File: config.mk
export PLATFORM = sky130hd
export DESIGN_NAME = bit_packer
export DESIGN_NICKNAME = d
export VERILOG_FILES = /design/src/rtl/cavlc_pkg.sv /design/src/rtl/bit_packer_out_reg.sv /design/src/rtl/bit_packer.sv
export SDC_FILE = /design/constraint.sdc
export NUM_CORES = 1
export LEC_CHECK = 0
export ABC_AREA = 1
export BUFFER_PORTS_ARGS = -buffer_cell sky130_fd_sc_hd__buf_2
export CAP_MARGIN = 20
export CORE_MARGIN = 2
export CORE_UTILIZATION = 60
export DETAILED_ROUTE_END_ITERATION = 6
export GPL_TIMING_DRIVEN = 1
export PLACE_DENSITY = 0.8
export SYNTH_ARGS = -nofsm -noshare
export SYNTH_HDL_FRONTEND = slang
export SYNTH_HIERARCHICAL = 1
export SYNTH_SLANG_ARGS = --single-unit
File: constraint.sdc
create_clock -name Clk -period 10.11 [get_ports Clk]
set_input_delay 2.022 -clock Clk [delete_from_list [all_inputs] [get_ports Clk]]
set_output_delay 2.022 -clock Clk [all_outputs]
set_load 0.05 [all_outputs]
File: src/rtl/cavlc_pkg.sv
// Shared constants and types for the CAVLC bit packer.
package cavlc_pkg;

    localparam int unsigned WORD_W       = 16;
    localparam int unsigned MAX_CODE_LEN = 16;
    localparam int unsigned ACC_W        = 32;
    localparam int unsigned CNT_W        = 6;
    localparam int unsigned LEN_W        = 5;

    localparam logic [CNT_W-1:0] CNT_WORD = CNT_W'(WORD_W);

    typedef enum logic [1:0] {
        RUN,
        FLUSH,
        DONE
    } packer_state_t;

    // Lengths above the widest codeword saturate rather than wrap.
    function automatic logic [LEN_W-1:0] clamp_len(input logic [LEN_W-1:0] len);
        return (len > LEN_W'(MAX_CODE_LEN)) ? LEN_W'(MAX_CODE_LEN) : len;
    endfunction

endpackage

File: src/rtl/bit_packer_out_reg.sv
// Output holding register for packed words with valid/ready handshake.
module bit_packer_out_reg
    import cavlc_pkg::*;
(
    input  logic              i_clk,
    input  logic              i_clear,
    input  logic              i_load,
    input  logic [WORD_W-1:0] i_load_data,
    input  logic              i_ready,
    output logic              o_valid,
    output logic [WORD_W-1:0] o_data,
    output logic              o_free
);

    logic              r_valid;
    logic [WORD_W-1:0] r_data;

    // A reload in the same cycle as acceptance keeps valid high with new data.
    always_ff @(posedge i_clk) begin
        if (i_clear) begin
            r_valid <= 1'b0;
            r_data  <= '0;
        end else if (i_load) begin
            r_valid <= 1'b1;
            r_data  <= i_load_data;
        end else if (i_ready) begin
            r_valid <= 1'b0;
        end
    end

    assign o_valid = r_valid;
    assign o_data  = r_data;
    assign o_free  = ~r_valid | i_ready;

endmodule

File: src/rtl/bit_packer.sv
// Packs right-aligned variable-length codes MSB-first into 16-bit words, with flush.
// Define BIT_PACKER_STATS_EN to add the WordCount/BitCount statistics outputs.
module bit_packer
    import cavlc_pkg::*;
(
    input  logic                    Clk,
    input  logic                    Reset,
    input  logic                    Enable,
    input  logic                    CodeValid,
    input  logic [MAX_CODE_LEN-1:0] CodeBits,
    input  logic [LEN_W-1:0]        CodeLen,
    output logic                    CodeReady,
    input  logic                    FlushReq,
    output logic                    FlushDone,
    output logic                    WordValid,
    output logic [WORD_W-1:0]       WordData,
    input  logic                    WordReady
`ifdef BIT_PACKER_STATS_EN
    ,
    output logic [31:0]             WordCount,
    output logic [31:0]             BitCount
`endif
);

    packer_state_t           r_state;
    packer_state_t           w_state_nxt;
    logic [ACC_W-1:0]        r_acc;
    logic [ACC_W-1:0]        w_acc_nxt;
    logic [ACC_W-1:0]        w_acc_shift;
    logic [ACC_W-1:0]        w_code_pos;
    logic [CNT_W-1:0]        r_bitcnt;
    logic [CNT_W-1:0]        w_bitcnt_nxt;
    logic [CNT_W-1:0]        w_bitcnt_shift;
    logic                    r_flush_done;
    logic                    w_flush_done_nxt;
    logic                    w_clear;
    logic                    w_out_free;
    logic                    w_xfer;
    logic                    w_accept;
    logic [LEN_W-1:0]        w_len;
    logic [LEN_W-1:0]        w_align;
    logic [MAX_CODE_LEN-1:0] w_mask;
    logic [MAX_CODE_LEN-1:0] w_code;

    assign w_clear   = Reset | ~Enable;
    assign w_xfer    = (r_bitcnt >= CNT_WORD) & w_out_free;
    assign CodeReady = ~Reset & Enable & (r_state == RUN) &
                       ((r_bitcnt < CNT_WORD) | w_xfer);
    assign w_accept  = CodeValid & CodeReady;

    assign w_len   = clamp_len(CodeLen);
    assign w_mask  = MAX_CODE_LEN'((32'd1 << w_len) - 32'd1);
    assign w_code  = CodeBits & w_mask;
    assign w_align = LEN_W'(MAX_CODE_LEN) - w_len;

    // Shift out the transferred word first so the append lands at BitCnt-16.
    assign w_acc_shift    = w_xfer ? {r_acc[ACC_W-WORD_W-1:0], {WORD_W{1'b0}}} : r_acc;
    assign w_bitcnt_shift = w_xfer ? (r_bitcnt - CNT_WORD) : r_bitcnt;

    // Left-justify the code to bit 31, then slide it down to the fill position.
    assign w_code_pos = ({w_code, {(ACC_W-MAX_CODE_LEN){1'b0}}} << w_align) >> w_bitcnt_shift;

    always_comb begin
        w_state_nxt      = r_state;
        w_acc_nxt        = w_acc_shift;
        w_bitcnt_nxt     = w_bitcnt_shift;
        w_flush_done_nxt = 1'b0;

        if (w_accept) begin
            w_acc_nxt    = w_acc_shift | w_code_pos;
            w_bitcnt_nxt = w_bitcnt_shift + CNT_W'(w_len);
        end

        unique case (r_state)
            RUN: begin
                if (FlushReq) begin
                    w_state_nxt = FLUSH;
                end
            end
            FLUSH: begin
                if ((r_bitcnt == '0) && !WordValid) begin
                    w_state_nxt      = DONE;
                    w_flush_done_nxt = 1'b1;
                end else if ((r_bitcnt != '0) && (r_bitcnt < CNT_WORD)) begin
                    // Low accumulator bits are already zero, so padding is just a count bump.
                    w_bitcnt_nxt = CNT_WORD;
                end
            end
            DONE: begin
                if (!FlushReq) begin
                    w_state_nxt = RUN;
                end
            end
            default: begin
                w_state_nxt = RUN;
            end
        endcase
    end

    always_ff @(posedge Clk) begin
        if (w_clear) begin
            r_state      <= RUN;
            r_acc        <= '0;
            r_bitcnt     <= '0;
            r_flush_done <= 1'b0;
        end else begin
            r_state      <= w_state_nxt;
            r_acc        <= w_acc_nxt;
            r_bitcnt     <= w_bitcnt_nxt;
            r_flush_done <= w_flush_done_nxt;
        end
    end

    assign FlushDone = r_flush_done;

    bit_packer_out_reg u_out_reg (
        .i_clk       (Clk),
        .i_clear     (w_clear),
        .i_load      (w_xfer),
        .i_load_data (r_acc[ACC_W-1:ACC_W-WORD_W]),
        .i_ready     (WordReady),
        .o_valid     (WordValid),
        .o_data      (WordData),
        .o_free      (w_out_free)
    );

`ifdef BIT_PACKER_STATS_EN
    logic [31:0] r_word_count;
    logic [31:0] r_bit_count;

    always_ff @(posedge Clk) begin
        if (w_clear) begin
            r_word_count <= '0;
            r_bit_count  <= '0;
        end else begin
            if (WordValid && WordReady) begin
                r_word_count <= r_word_count + 32'd1;
            end
            if (w_accept) begin
                r_bit_count <= r_bit_count + 32'(w_len);
            end
        end
    end

    assign WordCount = r_word_count;
    assign BitCount  = r_bit_count;
`endif

endmodule

## Yosys cells after proc, flatten, opt, wreduce, memory -nomap -nowiden

Index checks and enable logic that the tools add are counted.

- Shift-type cells: 3
- Order comparisons: 3
- Add/sub/neg operators: 4
- Eq/ne operators: 5
- Multiplexer cells: 15
- Reduce and logical (&&, ||, !) cells: 9
- Bitwise operators: 14

Operator list:

| operator | number |
|---|---|
| 32-bit two-way mux | 2 |
| 32-bit bitwise OR | 1 |
| 32-bit by 5-bit << shifter with 32-bit output | 1 |
| 32-bit by 6-bit >> shifter with 32-bit output | 1 |
| 6-bit two-way mux | 5 |
| 16-bit bitwise AND | 1 |
| 1-bit by 5-bit << shifter with 16-bit output, first input constant | 1 |
| 16-bit by 1-bit subtractor with 16-bit output, second input constant | 1 |
| 6-bit by 5-bit adder with 6-bit output | 1 |
| 6-bit by 5-bit >= comparator with 1-bit output, second input constant | 1 |
| 6-bit zero test | 1 |
| 6-bit by 5-bit < comparator with 1-bit output, second input constant | 1 |
| 2-bit two-way mux | 3 |
| 2-bit != test, second input constant | 3 |
| 2-bit case mux with 3 select lines | 1 |
| 6-bit nonzero test | 1 |
| 6-bit by 5-bit subtractor with 6-bit output, second input constant | 1 |
| 1-bit bitwise AND | 5 |
| 5-bit > comparator, second input constant | 1 |
| 5-bit two-way mux | 1 |
| 5-bit subtractor, first input constant | 1 |
| 1-bit NOT | 4 |
| 1-bit two-way mux | 3 |
| 1-bit bitwise OR | 3 |
| other kinds (8) | 9 |

- Word-level logic and storage cells: 59
- Register bits: 58
- Output and inout bits: 19
- Input port bits: 27

## Longest topological paths before layout

- Depth in word-level cells: 10
- Gate-level depth with buffers: 30
- Gate-level depth less buffers: 28

## Cells and area by module

The synthesis kept the hierarchy.

By module, submodules not included:

| module | seq. area each (um^2) | area an instance (um^2) | times used | cells an instance |
|---|---|---|---|---|
| bit_packer | 820.8 | 4494.3 | 1 | 743 |
| bit_packer_out_reg | 340.3 | 588.1 | 1 | 73 |

## Worst setup path before layout

No wires, ideal clock.

- Path type: input-to-output
- Start point: input WordReady
- End point: output CodeReady
- Arrival time: 3724 ps
- Setup slack: 4364 ps
- Path buffers: 0
- Required time: 8088 ps
- Stages: 6
- Path through: inv_1 > nand2_1 > inv_1 > nor2_4 > inv_1 > a211oi_1

- Word-level cells in the longest chain between the ends: 4

Ends and longest elaborated chain:

| item | RTL line | RTL |
|---|---|---|
| start, declared | bit_packer.sv:17 | `input logic WordReady` |
| 1-bit bitwise OR | bit_packer_out_reg.sv:33 | `assign o_free = ~r_valid \| i_ready;` |
| net w_out_free | bit_packer.sv:37 | `logic w_out_free;` |
| 1-bit bitwise AND | bit_packer.sv:46 | `assign w_xfer = (r_bitcnt >= CNT_WORD) & w_out_free;` |
| 1-bit bitwise OR | bit_packer.sv:48 | `((r_bitcnt < CNT_WORD) \| w_xfer);` |
| 1-bit bitwise AND | bit_packer.sv:47 | `assign CodeReady = ~Reset & Enable & (r_state == RUN) &` |
| end, declared | bit_packer.sv:12 | `output logic CodeReady,` |

The timed path passes the listed nets, and every way through them passes these cells.

## Worst setup path in the final report

Ends and elaborated chain as after synthesis.

==> impl_summary.txt <==
----------------------------------------------------
[CTS]
  Resized cells post-CTS ... 0
  Register clock-pin slew on the reported worst setup and hold paths ... 70 ps
  Cts bufs inserted ... 9
  CTS Root Cell ... sky130_fd_sc_hd__clkbuf_8
  Clock latency on the worst-skew pair ... 330 ps
  Buffers inserted by post-CTS timing repair ... 0
  Max H-tree Level ... 3
  TritonCTS clock tree ... built
  Clock sink total ... 58
  Number of buffers between clock root and the deepest sink ... 2
  CTS hold repair buffers ... 0

[Route]
  DR pass1 iterations ... 7
  Post-route antenna net violation count ... 0
  Residual DRC ... 1
  Vias post-DR ... 5655
  Routed Wire Length ... 14.1 mm
  DR vias/cell ... 5.99
  DRC violation total after the first TritonRoute iteration ... 570
  Routed len/inst ... 14.9 µm

[Hold path]
  Tightest Hold Check Type ... flip-flop to flip-flop

[Yosys]
  Fraction of the mapped netlist area in simple logic gates ... 50.8%
  Number of warning messages in the yosys log ... 6
  Dominant combinational cell family by area after synthesis ... simple AND/OR/NAND/NOR gates
  Most numerous cell in the Yosys netlist ... sky130_fd_sc_hd__nand2_1
  Cell taking the most area after synthesis ... sky130_fd_sc_hd__dfxtp_1
  Count of state elements after synthesis ... 58
  Post-synthesis cell area ... 5080 µm²
  Xor and xnor fraction of the mapped netlist area ... 1.03%
  Synthesized net count ... 858
  Synth async-reset ratio ... 0%
  Post-synthesis area per instance ... 6.23 µm²
  Number of distinct library cells after synthesis ... 47
  Synth area leaders ... sky130_fd_sc_hd__dfxtp_1 (23%), sky130_fd_sc_hd__nand2_1 (16%), sky130_fd_sc_hd__nand3_1 (16%), sky130_fd_sc_hd__nor2_1 (4.4%), sky130_fd_sc_hd__nand4_1 (4.2%)
  Top FF cell, synth ... sky130_fd_sc_hd__dfxtp_1
  Most common library cells after synthesis ... sky130_fd_sc_hd__nand2_1 (215), sky130_fd_sc_hd__nand3_1 (159), sky130_fd_sc_hd__nor2_1 (59)
  Register area share after synthesis ... 22.8%
  Gate count of the mapped netlist ... 816
  Arithmetic-cell share of the synthesized area counting full adders, half adders and majority gates ... 3.84%
  Mux contribution to synthesized area ... 1.18%
  Area share of the largest cell type after synthesis ... 22.8%
  Count of flip-flops with a built-in enable after synthesis ... 0
  Complex-gate fraction of the synthesized area ... 11.3%

[STA]
  Period utilization ... 63.1%
  Tightest slew margin relative to the limit ... 34.0%
  Final critical-path required period ... 6380 ps
  Sum Neg Setup Slack ... 0 ps
  Number of setup violations in the final report ... 0
  Unrepaired setup endpoints after global routing ... no
  Max-slew violation count ... 0
  Actual slew at the worst max-slew pin ... 989 ps
  Worst Skew ... 9.00 ps
  Highest Clock Rate ... 157 MHz
  Final Hold Vio Count ... 0
  Final setup margin ... 3730 ps

[GRT]
  First-pass GRT wire length ... 23.2 mm
  Largest net degree at the start of global routing ... 37
  Via count of the first global-routing pass ... 4844
  Number of antenna violations at the first check in global routing ... 0
  Overall track demand over capacity in global routing ... 31.5%
  Gr ovfl total ... 0

[Setup path]
  Cells along the critical path ... buf_2 -> inv_1 -> nand2_1 -> inv_1 -> nor2_4 -> inv_1 -> a211oi_1 -> buf_2
  CP delay by family, top ... buffers and inverters
  Crit-path max cell delay ... 640 ps
  Number of buffers and inverters on the critical path ... 5
  Arrival time reported for the critical path endpoint ... 4360 ps
  Setup Crit Path Kind ... primary input to primary output
  Crit path capture type ... primary output
  Critical path launch point type ... primary input
  Worst path required time ... 8090 ps
  Critical path's most frequent cell ... sky130_fd_sc_hd__inv_1
  Internal reg-to-reg setup slack ... 5680 ps
  Cell at the slowest stage of the critical path ... sky130_fd_sc_hd__inv_1
  Worst-path fanout max ... 35

[Power]
  Total power density per cell area ... 129 nW/µm²
  Leak Pwr ... 2.69 nW
  Worst IR Drop VDD ... 0.000104 V

[Placed design]
  Placed Cells incl. Taps ... 928
  Weighted congestion at the end of routability-driven global placement ... 0.938
  Detailed-placement wirelength estimate ... 10.7 mm
  Placement-stage cell area ... 5240 µm²
  Place WS ... 3740 ps
  Total of buffers placed on input and output ports ... 45

[Floorplanning]
  Placement row count ... 33
  I/O pins ... 46
  Die H ... 96.0 µm
  Core Area ... 8220 µm²
  Horiz. Die Dim ... 96.0 µm
  Total die area ... 9220 µm²
  Initial core utilization ... 61.9%

[Cells and area]
  Antenna Cells ... 0
  Summed area of non-filler cells in the final layout ... 5470 µm²
  Layout overhead on the synthesized area ... 7.56%
  Fraction of final layout cells with drive strength greater than 1 ... 15.9%
  Multi-input gate area in the final layout ... 3460 µm²
  Reg area ... 1160 µm²
  Filler-free cell count of the finished design ... 944
  Number of nets at the end of the flow ... 876
  Fill cell count ... 778
  Fraction of the core area covered by cells at the end of the flow ... 66.5%

[Run status]
  Failing checks ... DRC
  Result of the run ... complete, but fails checks

[Flow run]
  Max_cap viols ... 0

----------------------------------------------------
## layer usage
layer / up-vias / share of wire, % / GRT usage [%]
met1: 2616 / 48 / 48.2
met2: 214 / 45 / 47.5
met4: 0 / 0.75 / 5.48
li1: 2809 / - / -
met3: 16 / 6.9 / 3.99
met5: - / 0 / 0
## power by group
part / internal (mW) / switching (mW)
Clock: 0.141 / 0.0924
Combinational: 0.0694 / 0.164
Sequential: 0.233 / 0.00425
Total: 0.443 / 0.260
## final timing paths
check,startpoint,end,depth (start not counted)
min,r_state[0],r_state[1],1
min reg2reg,r_state[0],r_state[1],1
max,WordReady,CodeReady,8
max reg2reg,r_bitcnt[4],r_acc[11],13
## registers in the layout (all words and copies together) (netlist names)
register	count
u_out_reg/o_data	16
FlushDone	1
r_acc	32
r_bitcnt	6
u_out_reg/o_valid	1
r_state	2
## through the flow
stage | total power, mW | hold slack (ps)
after floorplan | 0.423 | 432
final | 0.703 | 457
after global routing | 0.741 | 481
after CTS | 0.699 | 463
after global placement | 0.464 | 440
after detailed placement | 0.468 | 451
## kinds of logic (layout without fill, tap and decap cells)
logic type / Yosys count / after routing
adders and majority gates: 15 / 15
DFF: 58 / 58
xor gates and xnor gates: 3 / 3
muxes: 6 / 6
buffers and inverters: 106 / 129
AOI/OAI and AO/OA: 101 / 101
and+or+nand+nor: 527 / 527
## placed cells by master, fill, tap and decap left out, types with 8 or more instances in the layout
cell                       instances
sky130_fd_sc_hd__a21oi_1          36
sky130_fd_sc_hd__a31oi_1          14
sky130_fd_sc_hd__buf_2            45
sky130_fd_sc_hd__clkbuf_8         13
sky130_fd_sc_hd__dfxtp_1          58
sky130_fd_sc_hd__ha_1             14
sky130_fd_sc_hd__inv_1            52
sky130_fd_sc_hd__inv_2             8
sky130_fd_sc_hd__nand2_1         215
sky130_fd_sc_hd__nand2_2          10
sky130_fd_sc_hd__nand3_1         159
sky130_fd_sc_hd__nand3_2          14
sky130_fd_sc_hd__nand4_1          34
sky130_fd_sc_hd__nor2_1           59
sky130_fd_sc_hd__nor2_2           10
sky130_fd_sc_hd__o21ai_0          22
sky130_fd_sc_hd__o21ai_1          13
## area by class of cell
| type | instances | area share, % |
|---|---|---|
| multi-input combinational | 652 | 63.3 |
| sequential | 58 | 21.2 |
| inverter | 68 | 4.85 |
| timing repair buffer | 45 | 4.12 |
| clock buffer | 13 | 3.27 |
| tap | 105 | 2.40 |
| clock inverter | 3 | 0.824 |
(Power assumes the default switching activity.)
